$ cat src/rtl/pe_datapath_1d.sv
// Datapath end of the 1-D convolution PE: filter/ifmap scratchpads, MAC accumulator, psum exchange.
// Define PE_DATAPATH_SAT_EN to saturate the MAC and psum sums (and flag each event on err) instead of wrapping.
module pe_datapath_1d #(
  parameter int WIDTH         = 8,
  parameter int ADDR_WIDTH    = 8,
  parameter int FILTER_LENGTH = 3,
  parameter int IFMAP_LENGTH  = 5,
  parameter int ACC_WIDTH     = 20,
  parameter int NUM_OUT       = 3
) (
  input  logic                  clk,
  input  logic                  rst_n,
  input  logic                  ld_valid,
  input  logic                  ld_sel,
  input  logic [ADDR_WIDTH-1:0] ld_addr,
  input  logic [WIDTH-1:0]      ld_data,
  input  logic                  cmd_valid,
  output logic                  cmd_ready,
  input  logic                  cmd_clear,
  input  logic [1:0]            cmd_op,
  input  logic [ADDR_WIDTH-1:0] cmd_faddr,
  input  logic [ADDR_WIDTH-1:0] cmd_iaddr,
  input  logic                  psum_in_valid,
  output logic                  psum_in_ready,
  input  logic [ACC_WIDTH-1:0]  psum_in_data,
  output logic                  psum_out_valid,
  input  logic                  psum_out_ready,
  output logic [ACC_WIDTH-1:0]  psum_out_data,
  output logic                  done,
  output logic                  err
);

  localparam int FIDX_W = (FILTER_LENGTH > 1) ? $clog2(FILTER_LENGTH) : 1;
  localparam int IIDX_W = (IFMAP_LENGTH > 1) ? $clog2(IFMAP_LENGTH) : 1;
  localparam int CNT_W  = $clog2(NUM_OUT + 1);

  localparam logic [1:0] OP_NOP  = 2'b00;
  localparam logic [1:0] OP_MAC  = 2'b01;
  localparam logic [1:0] OP_SEND = 2'b10;
  localparam logic [1:0] OP_ILL  = 2'b11;

  typedef enum logic [1:0] {
    IDLE    = 2'd0,
    WAIT_IN = 2'd1,
    SEND    = 2'd2
  } state_t;

  state_t                       state_reg;
  logic signed [ACC_WIDTH-1:0]  acc_reg;
  logic [CNT_W-1:0]             out_count_reg;

  logic signed [WIDTH-1:0]      f_mem [FILTER_LENGTH];
  logic signed [WIDTH-1:0]      i_mem [IFMAP_LENGTH];

  logic                         ld_in_range;
  logic                         faddr_ok;
  logic                         iaddr_ok;
  logic [FIDX_W-1:0]            fidx;
  logic [IIDX_W-1:0]            iidx;
  logic signed [WIDTH-1:0]      f_val;
  logic signed [WIDTH-1:0]      i_val;
  logic signed [2*WIDTH-1:0]    prod;
  logic signed [ACC_WIDTH-1:0]  prod_ext;
  logic signed [ACC_WIDTH-1:0]  psum_in_s;
  logic signed [ACC_WIDTH-1:0]  mac_res;
  logic signed [ACC_WIDTH-1:0]  sum_res;
  logic                         mac_ovf;
  logic                         sum_ovf;

  assign ld_in_range = ld_sel ? (ld_addr < ADDR_WIDTH'(IFMAP_LENGTH))
                              : (ld_addr < ADDR_WIDTH'(FILTER_LENGTH));

  assign faddr_ok = cmd_faddr < ADDR_WIDTH'(FILTER_LENGTH);
  assign iaddr_ok = cmd_iaddr < ADDR_WIDTH'(IFMAP_LENGTH);
  assign fidx     = cmd_faddr[FIDX_W-1:0];
  assign iidx     = cmd_iaddr[IIDX_W-1:0];
  assign f_val    = faddr_ok ? f_mem[fidx] : '0;
  assign i_val    = iaddr_ok ? i_mem[iidx] : '0;

  // Operands are sign-extended to the product width before multiplying.
  assign prod      = (2*WIDTH)'(f_val) * (2*WIDTH)'(i_val);
  assign prod_ext  = ACC_WIDTH'(prod);
  assign psum_in_s = signed'(psum_in_data);

`ifdef PE_DATAPATH_SAT_EN
  localparam logic signed [ACC_WIDTH-1:0] ACC_MAX = {1'b0, {(ACC_WIDTH-1){1'b1}}};
  localparam logic signed [ACC_WIDTH-1:0] ACC_MIN = {1'b1, {(ACC_WIDTH-1){1'b0}}};

  logic signed [ACC_WIDTH:0] mac_wide;
  logic signed [ACC_WIDTH:0] sum_wide;

  function automatic logic signed [ACC_WIDTH-1:0] clamp(input logic signed [ACC_WIDTH:0] v);
    if (v[ACC_WIDTH] != v[ACC_WIDTH-1])
      return v[ACC_WIDTH] ? ACC_MIN : ACC_MAX;
    return v[ACC_WIDTH-1:0];
  endfunction

  assign mac_wide = (ACC_WIDTH+1)'(acc_reg) + (ACC_WIDTH+1)'(prod_ext);
  assign sum_wide = (ACC_WIDTH+1)'(acc_reg) + (ACC_WIDTH+1)'(psum_in_s);
  assign mac_ovf  = mac_wide[ACC_WIDTH] ^ mac_wide[ACC_WIDTH-1];
  assign sum_ovf  = sum_wide[ACC_WIDTH] ^ sum_wide[ACC_WIDTH-1];
  assign mac_res  = clamp(mac_wide);
  assign sum_res  = clamp(sum_wide);
`else
  assign mac_res = acc_reg + prod_ext;
  assign sum_res = acc_reg + psum_in_s;
  assign mac_ovf = 1'b0;
  assign sum_ovf = 1'b0;
`endif

  // Scratchpad writes land at the edge, so a MAC in the same cycle still reads the old entry.
  always_ff @(posedge clk or negedge rst_n) begin
    if (!rst_n) begin
      for (int k = 0; k < FILTER_LENGTH; k++) f_mem[k] <= '0;
      for (int k = 0; k < IFMAP_LENGTH; k++)  i_mem[k] <= '0;
    end else if (ld_valid && ld_in_range) begin
      if (ld_sel)
        i_mem[ld_addr[IIDX_W-1:0]] <= ld_data;
      else
        f_mem[ld_addr[FIDX_W-1:0]] <= ld_data;
    end
  end

  always_ff @(posedge clk or negedge rst_n) begin
    if (!rst_n) begin
      state_reg      <= IDLE;
      acc_reg        <= '0;
      out_count_reg  <= '0;
      cmd_ready      <= 1'b0;
      psum_in_ready  <= 1'b0;
      psum_out_valid <= 1'b0;
      psum_out_data  <= '0;
      done           <= 1'b0;
      err            <= 1'b0;
    end else begin
      done <= 1'b0;
      if (ld_valid && !ld_in_range)
        err <= 1'b1;

      case (state_reg)
        IDLE: begin
          cmd_ready <= 1'b1;
          if (cmd_valid && cmd_ready) begin
            if (cmd_clear) begin
              acc_reg <= '0;
            end else begin
              case (cmd_op)
                OP_MAC: begin
                  if (faddr_ok && iaddr_ok) begin
                    acc_reg <= mac_res;
                    if (mac_ovf)
                      err <= 1'b1;
                  end else begin
                    err <= 1'b1;
                  end
                end
                OP_SEND: begin
                  state_reg     <= WAIT_IN;
                  cmd_ready     <= 1'b0;
                  psum_in_ready <= 1'b1;
                end
                OP_ILL:  err <= 1'b1;
                OP_NOP:  ;
                default: ;
              endcase
            end
          end
        end

        // acc is left intact; the controller clears it explicitly for the next output.
        WAIT_IN: begin
          if (psum_in_valid && psum_in_ready) begin
            psum_out_data  <= sum_res;
            psum_out_valid <= 1'b1;
            psum_in_ready  <= 1'b0;
            state_reg      <= SEND;
            if (sum_ovf)
              err <= 1'b1;
          end
        end

        SEND: begin
          if (psum_out_ready) begin
            psum_out_valid <= 1'b0;
            cmd_ready      <= 1'b1;
            state_reg      <= IDLE;
            if (out_count_reg == CNT_W'(NUM_OUT - 1)) begin
              out_count_reg <= '0;
              done          <= 1'b1;
            end else begin
              out_count_reg <= out_count_reg + 1'b1;
            end
          end
        end

        default: begin
          state_reg     <= IDLE;
          cmd_ready     <= 1'b0;
          psum_in_ready <= 1'b0;
        end
      endcase
    end
  end

endmodule

$ cat config.mk
export PLATFORM = sky130hd
export DESIGN_NAME = pe_datapath_1d
export DESIGN_NICKNAME = d
export VERILOG_FILES = /design/src/rtl/pe_datapath_1d.sv
export SDC_FILE = /design/constraint.sdc
export NUM_CORES = 1
export LEC_CHECK = 0
export CAP_MARGIN = 20
export CELL_PAD_IN_SITES_DETAIL_PLACEMENT = 0
export CELL_PAD_IN_SITES_GLOBAL_PLACEMENT = 1
export CORE_MARGIN = 4
export CORE_UTILIZATION = 35
export CTS_BUF_LIST = sky130_fd_sc_hd__clkbuf_16
export DETAILED_ROUTE_END_ITERATION = 6
export PLACE_DENSITY_LB_ADDON = 0.15
export SYNTH_ARGS = -nofsm -noshare
export SYNTH_HDL_FRONTEND = slang
export SYNTH_SLANG_ARGS = --single-unit
$ cat constraint.sdc
create_clock -name clk -period 14.81 [get_ports clk]
set_clock_uncertainty 0.15 [all_clocks]
set_input_delay 2.962 -clock clk [delete_from_list [all_inputs] [get_ports clk]]
set_output_delay 2.962 -clock clk [all_outputs]
set_load 0.05 [all_outputs]
==> metrics.yaml, run 1 <==
timing:
  finalHoldViolations: 0
  tightestPinTransition_ns: 0.9064
  fin_hold_ws_ns: 0.3250
  fin_crit_ns: 9.811
  maxClockFrequency_mhz: 101.9
  relSlewSlack_pct: 39.57
  rsz0062_at_grt: "false"
  report.final.slew_viol_count: 0
  setup_tns_ns: 0
  worst_slack_ns: 4.999
  fin_crit_sh_pct: 66.25
  setup_violations: 0
grt:
  grt_usage_pct: 15.79
  grt_remaining_overflow: 0
  grt_antenna_before_repair: 0
  grt_pass1_wl_um: 36480
  grt_max_degree: 65
  grt_pass1_vias: 6968
critical_path:
  critPathCaptureType: "register"
  cp-startpoint: "cmd_faddr[1]"
  reg2reg_to: "acc_reg[14]"
  crit_type: "primary input to register"
  crit_cells: 20
  worstReg2RegStart: "i_mem[11]"
  start_kind: "primary input"
  path_cells: "clkdlybuf4s50_1, a211oi_1, and2_1, o21ai_0, or3_1, fa_1, fa_1, inv_1, fa_1, fa_1, inv_1, fa_1, inv_1, ha_1, o21a_1, o21ai_0, a21oi_1, o31a_1, or3_1, a32o_1"
  slowest_delay_ns: 0.73
  cp_max_fo: 16
  cp_data_required_time_ns: 14.96
  crit_end: "acc_reg[14]"
  worstRegToRegCells: 20
  arrival_ns: 9.96
  cp_num_buf_inv: 4
  crit_family: "adder cells"
  slowest_stage: "clkdlybuf4s50_1"
  r2r_slack_ns: 8.50
  cp_common_cell: "fa_1"
floorplanning:
  die_area_sq_um: 29290
  die_h_um: 171.2
  num_io_pins: 87
  core_sq_um: 26130
  num_rows: 59
  initial_core_util_pct: 35.65
  die_w_um: 171.2
final_layout:
  top_regs: "i_mem (40), f_mem (24)"
  final_nets: 1188
  syn2layout_area_growth_pct: 19.49
  drive_gt1_share_pct: 13.71
  stdcell_count: 1320
  largest_register: "i_mem"
  diodes: 0
  largest_register_ffs: 40
logic_synthesis:
  synth_area_sq_um: 9316
  yosys.area.top_type_share_pct: 30.35
  synth_seq_cells: 113
  synth.most_common_cell: "dfrtp_1"
  synth_flop_cell: "dfrtp_1"
  synth.area.top_cells: "dfrtp_1 30%, fa_1 19%, ha_1 8.6%"
  synth_top_cell_by_area: "dfrtp_1"
  synth_commonest_cells: "113 x dfrtp_1, 109 x inv_1, 90 x fa_1, 68 x nor2_1, 67 x nand2_1"
  synth_cells: 887
  avgSynthCellArea_sq_um: 10.50
  synth_edf_count: 0
  yosysWarnings: 0
  syn_nets: 1103
  ys_seq_area_share_pct: 30.35
  synth.distinct_cells: 60
  async_flop_share_pct: 100.0
cts:
  cts_tree: "done"
  cts.sinks: 113
  hold_buffers: 0
  path_clk_slew_ns: 0.06
  cts_buffers: 17
  clk_latency_ns: 0.41
  cts-root-buf: "clkbuf_16"
  htreeDepth: 4
  cts.path.max_buffers: 2
  postCtsSetupBuffers: 0
  cts_resized: 0
power:
  clockPowerShare_pct: 40.7
  p_switching_mw: 0.3541
  vdd_drop_max_mv: 0.07039
  p_leak_nw: 5.345
  comb_power_share_pct: 24.3
  p_sw_share_pct: 33.90
  p_seq_share_pct: 35.1
  power.internal_mw: 0.6904
  pwr_density_cell_nw_per_um2: 93.83
  p_total_mw: 1.044
worst_hold_path:
  hold_class: "register to register"
run:
  cap_violations: 0
drt:
  first_pass_iters: 4
  drt_iter0_markers: 257
  ant_nets: 0
  vias: 6503
  drc: 0
  avgViaCountPerCell: 4.927
  wl_per_cell_um: 16.70
  wirelength_um: 22050
placement:
  gp_congestion: 0.8077
  place_ws_ns: 4.516
  hpwlAfterDp_um: 17680
  dp.cells: 1288
  io_buffers: 86
outcome:
  status: "complete, no violations"
cells in the final DEF (no fill, tap or decap), types with 8 or more instances in the layout:
cell	instances
mux2i_1	10
o31ai_1	10
inv_1	109
nor2b_1	8
nand2b_1	8
clkdlybuf4s50_1	85
or3_1	9
dfrtp_1	113
clkbuf_16	17
o21a_1	18
o21ai_0	49
nand2_1	67
a21oi_1	20
ha_1	64
nor2_1	68
mux4_2	8
a22oi_1	9
xnor2_1	17
xor2_1	14
mux2_2	65
fa_1	90
a21o_1	8
per-stage QoR:
step                instance area (sq um)  utilization (%)
floorplan                            9316                -
global placement                    10520            40.27
global route                        11130            42.60
detailed placement                  10540            40.31
CTS                                 11130            42.60
finish                              11130            42.60
worst register-to-register path, stage by stage, from the launching register on:
cell and delay [ns]:
dfrtp_1 0.37, mux4_2 0.49, a22oi_1 0.26, or2_2 0.27
nor2_1 0.08, fa_1 0.53, inv_1 0.05, fa_1 0.48
inv_1 0.06, fa_1 0.51, fa_1 0.54, inv_1 0.05
fa_1 0.49, inv_1 0.04, ha_1 0.34, o21a_1 0.14
o21ai_0 0.37, a21oi_1 0.15, o31a_1 0.27, or3_1 0.30
a32o_1 0.24
per-layer routing:
layer | global-route usage (%) | vias to the layer above | routed length (um)
met5 | 0 | - | 0
met4 | 3.858 | 0 | 302
met3 | 2.542 | 16 | 660
met2 | 27.21 | 105 | 10900
met1 | 20.86 | 3205 | 10180
li1 | - | 3177 | -
power by group through the flow:
stage | Combinational [mW] | Clock (mW) | Sequential (mW)
global placement | 0.256 | 0 | 0.372
CTS | 0.257 | 0.437 | 0.367
global route | 0.269 | 0.450 | 0.371
floorplan | 0.0529 | 0 | 0.475
finish | 0.254 | 0.425 | 0.366
detailed placement | 0.257 | 0 | 0.373
how the worst min path moves through the flow:
stage / endpoint / depth (start not counted) / start
after floorplan: done / 1 / out_count_reg[0]
after global routing: psum_out_valid / 2 / psum_out_valid
after detailed placement: psum_out_data[16] / 2 / psum_out_data[16]
after global placement: err / 1 / err
after CTS: psum_out_data[16] / 2 / psum_out_data[16]
final: psum_out_data[17] / 2 / psum_out_data[17]
final cells by class:
type	instances	area, sq um
Fill cell	2642	15000
Multi-Input combinational cell	639	5976
Sequential cell	113	2828
Timing Repair Buffer	91	899.6
Clock buffer	17	425.4
Tap cell	335	419.2
Inverter	110	412.9
Clock inverter	15	171.4
kinds of logic after synthesis:
logic type | count (synthesis) | share of synthesized area, %
and+or+nand+nor | 219 | 11.72
muxes | 83 | 10.86
adders and majority gates | 154 | 27.93
xor gates and xnor gates | 31 | 2.914
AOI/OAI and AO/OA | 152 | 10.60
buffers and inverters | 135 | 5.614
DFF | 113 | 30.35
No activity file was read; power rests on OpenSTA's default activity.
==> inputs of run 2 (changes only) <==
==> constraint.sdc (replaced) <==
create_clock -name clk -period 9.8 [get_ports clk]
set_clock_uncertainty 0.15 [all_clocks]
set_input_delay 1.96 -clock clk [delete_from_list [all_inputs] [get_ports clk]]
set_output_delay 1.96 -clock clk [all_outputs]
set_load 0.05 [all_outputs]
==> run 2 against run 1 <==
Against the previous run: total power increased by 52%; non-clock buffer count rose by 4; setup slack worse by 3.8 ns; sequential power grew 51%; largest cell class unchanged; final cell count increased by 0.30%; wire length grew 1.2%; hold slack lost 0.0040 ns; combinational power rose by 52%; cell area is 0.35% higher; via count shrank 0.72%; die area stayed put; clock power is 54% higher; largest power group unchanged.
==> metrics.yaml, run 2 (synthesized netlist as in run 1, its figures left out) <==
final_layout:
  diodes: 0
  largest_register: "i_mem"
  layout_common_cells: "113 x dfrtp_1, 109 x inv_1, 90 x fa_1, 85 x clkdlybuf4s50_1, 68 x nor2_1"
  syn2layout_area_growth_pct: 19.90
  drive_gt1_share_pct: 14.05
  largest_register_ffs: 40
  stdcell_area_sq_um: 11170
  final_util_pct: 42.75
  final_common_cell: "dfrtp_1"
  final_nets: 1192
  top_regs: "i_mem (40), f_mem (24)"
power:
  p_leak_nw: 5.363
  power.internal_mw: 1.065
  pwr_density_cell_nw_per_um2: 142.5
  vdd_drop_max_mv: 0.08820
  p_seq_share_pct: 34.8
  comb_power_share_pct: 24.2
  p_switching_mw: 0.5267
  clockPowerShare_pct: 41.1
  p_sw_share_pct: 33.09
floorplanning:
  die_area_sq_um: 29290
  num_rows: 59
  die_w_um: 171.2
  core_sq_um: 26130
  initial_core_util_pct: 35.65
  die_h_um: 171.2
  num_io_pins: 87
placement:
  gp_congestion: 0.8142
  hpwlAfterDp_um: 17960
  io_buffers: 86
  place_area_sq_um: 10560
timing:
  rsz0062_at_grt: "false"
  fin_crit_ns: 8.566
  relSlewSlack_pct: 41.50
  setup_tns_ns: 0
  setup_violations: 0
  finalHoldViolations: 0
  report.final.slew_viol_count: 0
  tightestPinTransition_ns: 0.8775
  fin_crit_sh_pct: 87.41
  maxClockFrequency_mhz: 116.7
critical_path:
  critPathCaptureType: "register"
  crit_type: "primary input to register"
  start_kind: "primary input"
  cp_data_required_time_ns: 9.97
  arrival_ns: 8.74
  r2r_slack_ns: 3.52
  cp_max_fo: 16
drt:
  drt_iter0_markers: 173
  ant_nets: 0
  wl_per_cell_um: 16.86
  vias: 6456
  wirelength_um: 22320
  first_pass_iters: 6
  avgViaCountPerCell: 4.876
  drc: 0
grt:
  grt_antenna_before_repair: 0
  grt_pass1_wl_um: 36560
  grt_remaining_overflow: 0
  grt_max_degree: 66
  grt_pass1_vias: 6872
  grt_usage_pct: 15.94
run:
  cap_violations: 0
cts:
  cts.sinks: 113
  hold_buffers: 0
  clk_latency_ns: 0.42
  cts-root-buf: "clkbuf_16"
  path_clk_slew_ns: 0.06
  cts_resized: 0
  cts_buffers: 17
  postCtsSetupBuffers: 0
  cts.path.max_buffers: 2
  cts_tree: "done"
  htreeDepth: 4
worst_hold_path:
  hold_class: "register to register"
outcome:
  status: "complete, no violations"
-- run 2: per-layer routing --
metal	wire length (um)	global-route usage, %	part of all wire, %
met5	0	0	0
met3	564	2.403	2.5
met1	10410	21.18	47
met2	11170	27.73	50
met4	184	3.410	0.82
-- run 2: metrics by stage --
stage               total power, mW  hold slack, ns  std cells  setup WS, ns
finish                        1.592          0.3210       1324         1.234
global route                  1.660          0.3543       1324        0.7547
CTS                           1.616          0.3262       1324         1.221
detailed placement           0.9532          0.3004       1292        0.7096
global placement             0.9497          0.2984       1292        0.8071
floorplan                    0.7984          0.3056        887         1.010
-- run 2: area by class of cell --
cell class	instances	area, sq um
Clock inverter	15	183.9
Sequential cell	113	2828
Multi-Input combinational cell	639	5976
Tap cell	335	419.2
Clock buffer	17	425.4
Timing Repair Buffer	95	925.9
Fill cell	2587	14960
Inverter	110	412.9
-- run 2: critical path, cell delays in order --
cell and delay (ns):
clkdlybuf4s50_1 0.64, a211oi_1 0.33, and2_1 0.45, o21ai_0 0.35, or3_1 0.44, fa_1 0.50, fa_1 0.54, inv_1 0.05
fa_1 0.50, fa_1 0.54, inv_1 0.05, fa_1 0.49, inv_1 0.04, ha_1 0.33, nand3_1 0.09, o22ai_1 0.26
nand4_1 0.20, a21boi_0 0.33, o21ai_0 0.17, and3_1 0.21, o31ai_1 0.24
-- run 2: worst paths after layout --
| path | cells past startpoint | start | end |
|---|---|---|---|
| setup / recovery | 21 | cmd_faddr[0] | acc_reg[17] |
| hold / removal | 1 | err | err |
| setup reg to reg | 20 | i_mem[15] | acc_reg[17] |
| hold reg to reg | 1 | err | err |
| max in group asynchronous | 2 | rst_n | f_mem[6] |
| min in group asynchronous | 1 | rst_n | psum_out_data[17] |
-- run 2: power by group through the flow --
| stage | Sequential, mW | Clock (mW) | Combinational (mW) |
|---|---|---|---|
| floorplan | 0.718 | 0 | 0.0799 |
| global placement | 0.562 | 0 | 0.388 |
| detailed placement | 0.563 | 0 | 0.390 |
| CTS | 0.555 | 0.670 | 0.391 |
| global route | 0.561 | 0.688 | 0.411 |
| finish | 0.553 | 0.653 | 0.385 |
==> inputs of run 3 (changes only) <==
--- a/config.mk
+++ b/config.mk
@@ -16,3 +16,4 @@
 export SYNTH_ARGS = -nofsm -noshare
 export SYNTH_HDL_FRONTEND = slang
 export SYNTH_SLANG_ARGS = --single-unit
+export TNS_END_PERCENT = 50
==> constraint.sdc (replaced) <==
create_clock -name clk -period 11.1 [get_ports clk]
set_clock_uncertainty 0.15 [all_clocks]
set_input_delay 2.22 -clock clk [delete_from_list [all_inputs] [get_ports clk]]
set_output_delay 2.22 -clock clk [all_outputs]
set_load 0.05 [all_outputs]
==> run 3 against run 2 <==
Against the previous run: die area unchanged; sequential share of layout area about the same; highest routed layer unchanged; total power down 11%; critical path depth up 1; critical endpoint is now acc_reg[14]; setup slack better by 0.79 ns; largest power group unchanged; wire length down 0.74%.
==> metrics.yaml, run 3 (synthesized netlist as in run 1, its figures left out) <==
outcome:
  status: "complete, no violations"
critical_path:
  reg2reg_to: "acc_reg[14]"
  crit_type: "primary input to register"
  r2r_slack_ns: 4.80
  start_kind: "primary input"
  cp_common_cell: "fa_1"
  arrival_ns: 9.23
  path_cells: "clkdlybuf4s50_1, a211oi_1, and2_1, nand2_1, nor3_2, buf_4, inv_1, fa_1, inv_1, fa_1, fa_1, fa_1, inv_1, fa_1, inv_1, ha_1, o21a_1, o21ai_0, a21oi_1, o31a_1, or3_1, a32o_1"
  slowest_stage: "clkdlybuf4s50_1"
  critPathCaptureType: "register"
  worstRegToRegCells: 20
  slowest_delay_ns: 0.76
  cp_data_required_time_ns: 11.26
  worstReg2RegStart: "i_mem[11]"
  cp-startpoint: "cmd_faddr[1]"
  cp_max_fo: 16
  crit_end: "acc_reg[14]"
drt:
  vias: 6493
  drt_iter0_markers: 269
  top_layer: "met4"
  wl_met3_um: 621
  avgViaCountPerCell: 4.919
  wl_per_cell_um: 16.79
  ant_nets: 0
  met1Wirelength_um: 10340
  first_pass_iters: 4
  drc: 0
  route.met2.wl_um: 10960
  wirelength_um: 22160
final_layout:
  stdcell_count: 1320
  largest_register: "i_mem"
  final_nets: 1188
  layout_common_cells: "113 x dfrtp_1, 109 x inv_1, 90 x fa_1, 85 x clkdlybuf4s50_1, 68 x nor2_1"
  top_regs: "i_mem (40), f_mem (24)"
  drive_gt1_share_pct: 13.71
  final_common_cell: "dfrtp_1"
  syn2layout_area_growth_pct: 19.72
  diodes: 0
  largest_register_ffs: 40
cts:
  htreeDepth: 4
  cts.path.max_buffers: 2
  clk_latency_ns: 0.42
  hold_buffers: 0
  cts_buffers: 17
  cts.sinks: 113
  cts-root-buf: "clkbuf_16"
  path_clk_slew_ns: 0.07
  cts_tree: "done"
  cts_resized: 0
  postCtsSetupBuffers: 0
worst_hold_path:
  hold_class: "register to register"
timing:
  fin_crit_ns: 9.076
  setup_violations: 0
  maxClockFrequency_mhz: 110.2
  rsz0062_at_grt: "false"
  finalHoldViolations: 0
  fin_crit_sh_pct: 81.77
  tightestPinTransition_ns: 0.9207
  relSlewSlack_pct: 38.29
  report.final.slew_viol_count: 0
  setup_tns_ns: 0
placement:
  hpwlAfterDp_um: 17630
  dp.cells: 1288
  io_buffers: 86
  gp_congestion: 0.7941
floorplanning:
  num_io_pins: 87
  num_rows: 59
  initial_core_util_pct: 35.65
  core_sq_um: 26130
  die_area_sq_um: 29290
  die_h_um: 171.2
  die_w_um: 171.2
power:
  vdd_drop_max_mv: 0.07940
  p_leak_nw: 5.354
  p_seq_share_pct: 34.3
  pwr_density_cell_nw_per_um2: 127.7
  comb_power_share_pct: 23.9
  clockPowerShare_pct: 41.8
  p_switching_mw: 0.4793
  p_sw_share_pct: 33.66
  power.internal_mw: 0.9445
grt:
  grt_antenna_before_repair: 0
  grt_remaining_overflow: 0
  grt_usage_pct: 15.81
  grt_max_degree: 65
  grt_pass1_wl_um: 36520
  grt_pass1_vias: 6848
run:
  cap_violations: 0
## run 3: cell type report
class	count	area, sq um
repair buffers	91	895.9
clock buffers	17	425.4
fillers	2556	14980
flip-flops and latches	113	2828
clock inverters	15	196.4
inverters	110	412.9
well taps	335	419.2
multi-input cells	639	5976
## run 3: critical path: cells and delay by family
kind	cells	cell delay [ns]
AND/OR/NAND/NOR	4	1.34
AO/OA/AOI/OAI	6	1.56
buffers and inverters	6	1.26
adder cells (fa/ha/maj)	6	2.82
## run 3: metrics by stage
stage	setup slack [ns]	hold slack (ns)	power (mW)	area [sq um]	util [%]
2_1_floorplan	2.050	0.3056	0.7049	9316	-
3_3_place_gp	1.599	0.2976	0.8384	10530	40.30
6_report	2.024	0.3252	1.424	11150	42.68
3_5_place_dp	1.559	0.3087	0.8415	10530	40.30
4_1_cts	1.993	0.3325	1.441	11150	42.68
5_1_grt	1.602	0.3506	1.484	11150	42.68
## run 3: how the worst min path moves through the flow
stage	startpoint	endpoint	slack, ns	depth (start not counted)
floorplan	out_count_reg[0]	done	0.31	1
global placement	err	err	0.30	1
detailed placement	err	err	0.31	1
CTS	psum_out_data[4]	psum_out_data[4]	0.33	1
global route	psum_out_valid	psum_out_valid	0.35	2
finish	err	err	0.33	1
## run 3: layer usage
layer / global-route usage (%) / up-vias
met2: 26.32 / 97
met4: 3.927 / 0
li1: - / 3173
met5: 0 / -
met1: 21.72 / 3213
met3: 2.495 / 10
## run 3: power groups by stage
stage	clock network [mW]	logic, mW	registers [mW]
4_1_cts	0.606	0.345	0.490
2_1_floorplan	0	0.0705	0.634
6_report	0.595	0.340	0.488
3_3_place_gp	0	0.343	0.496
3_5_place_dp	0	0.344	0.498
5_1_grt	0.627	0.362	0.496
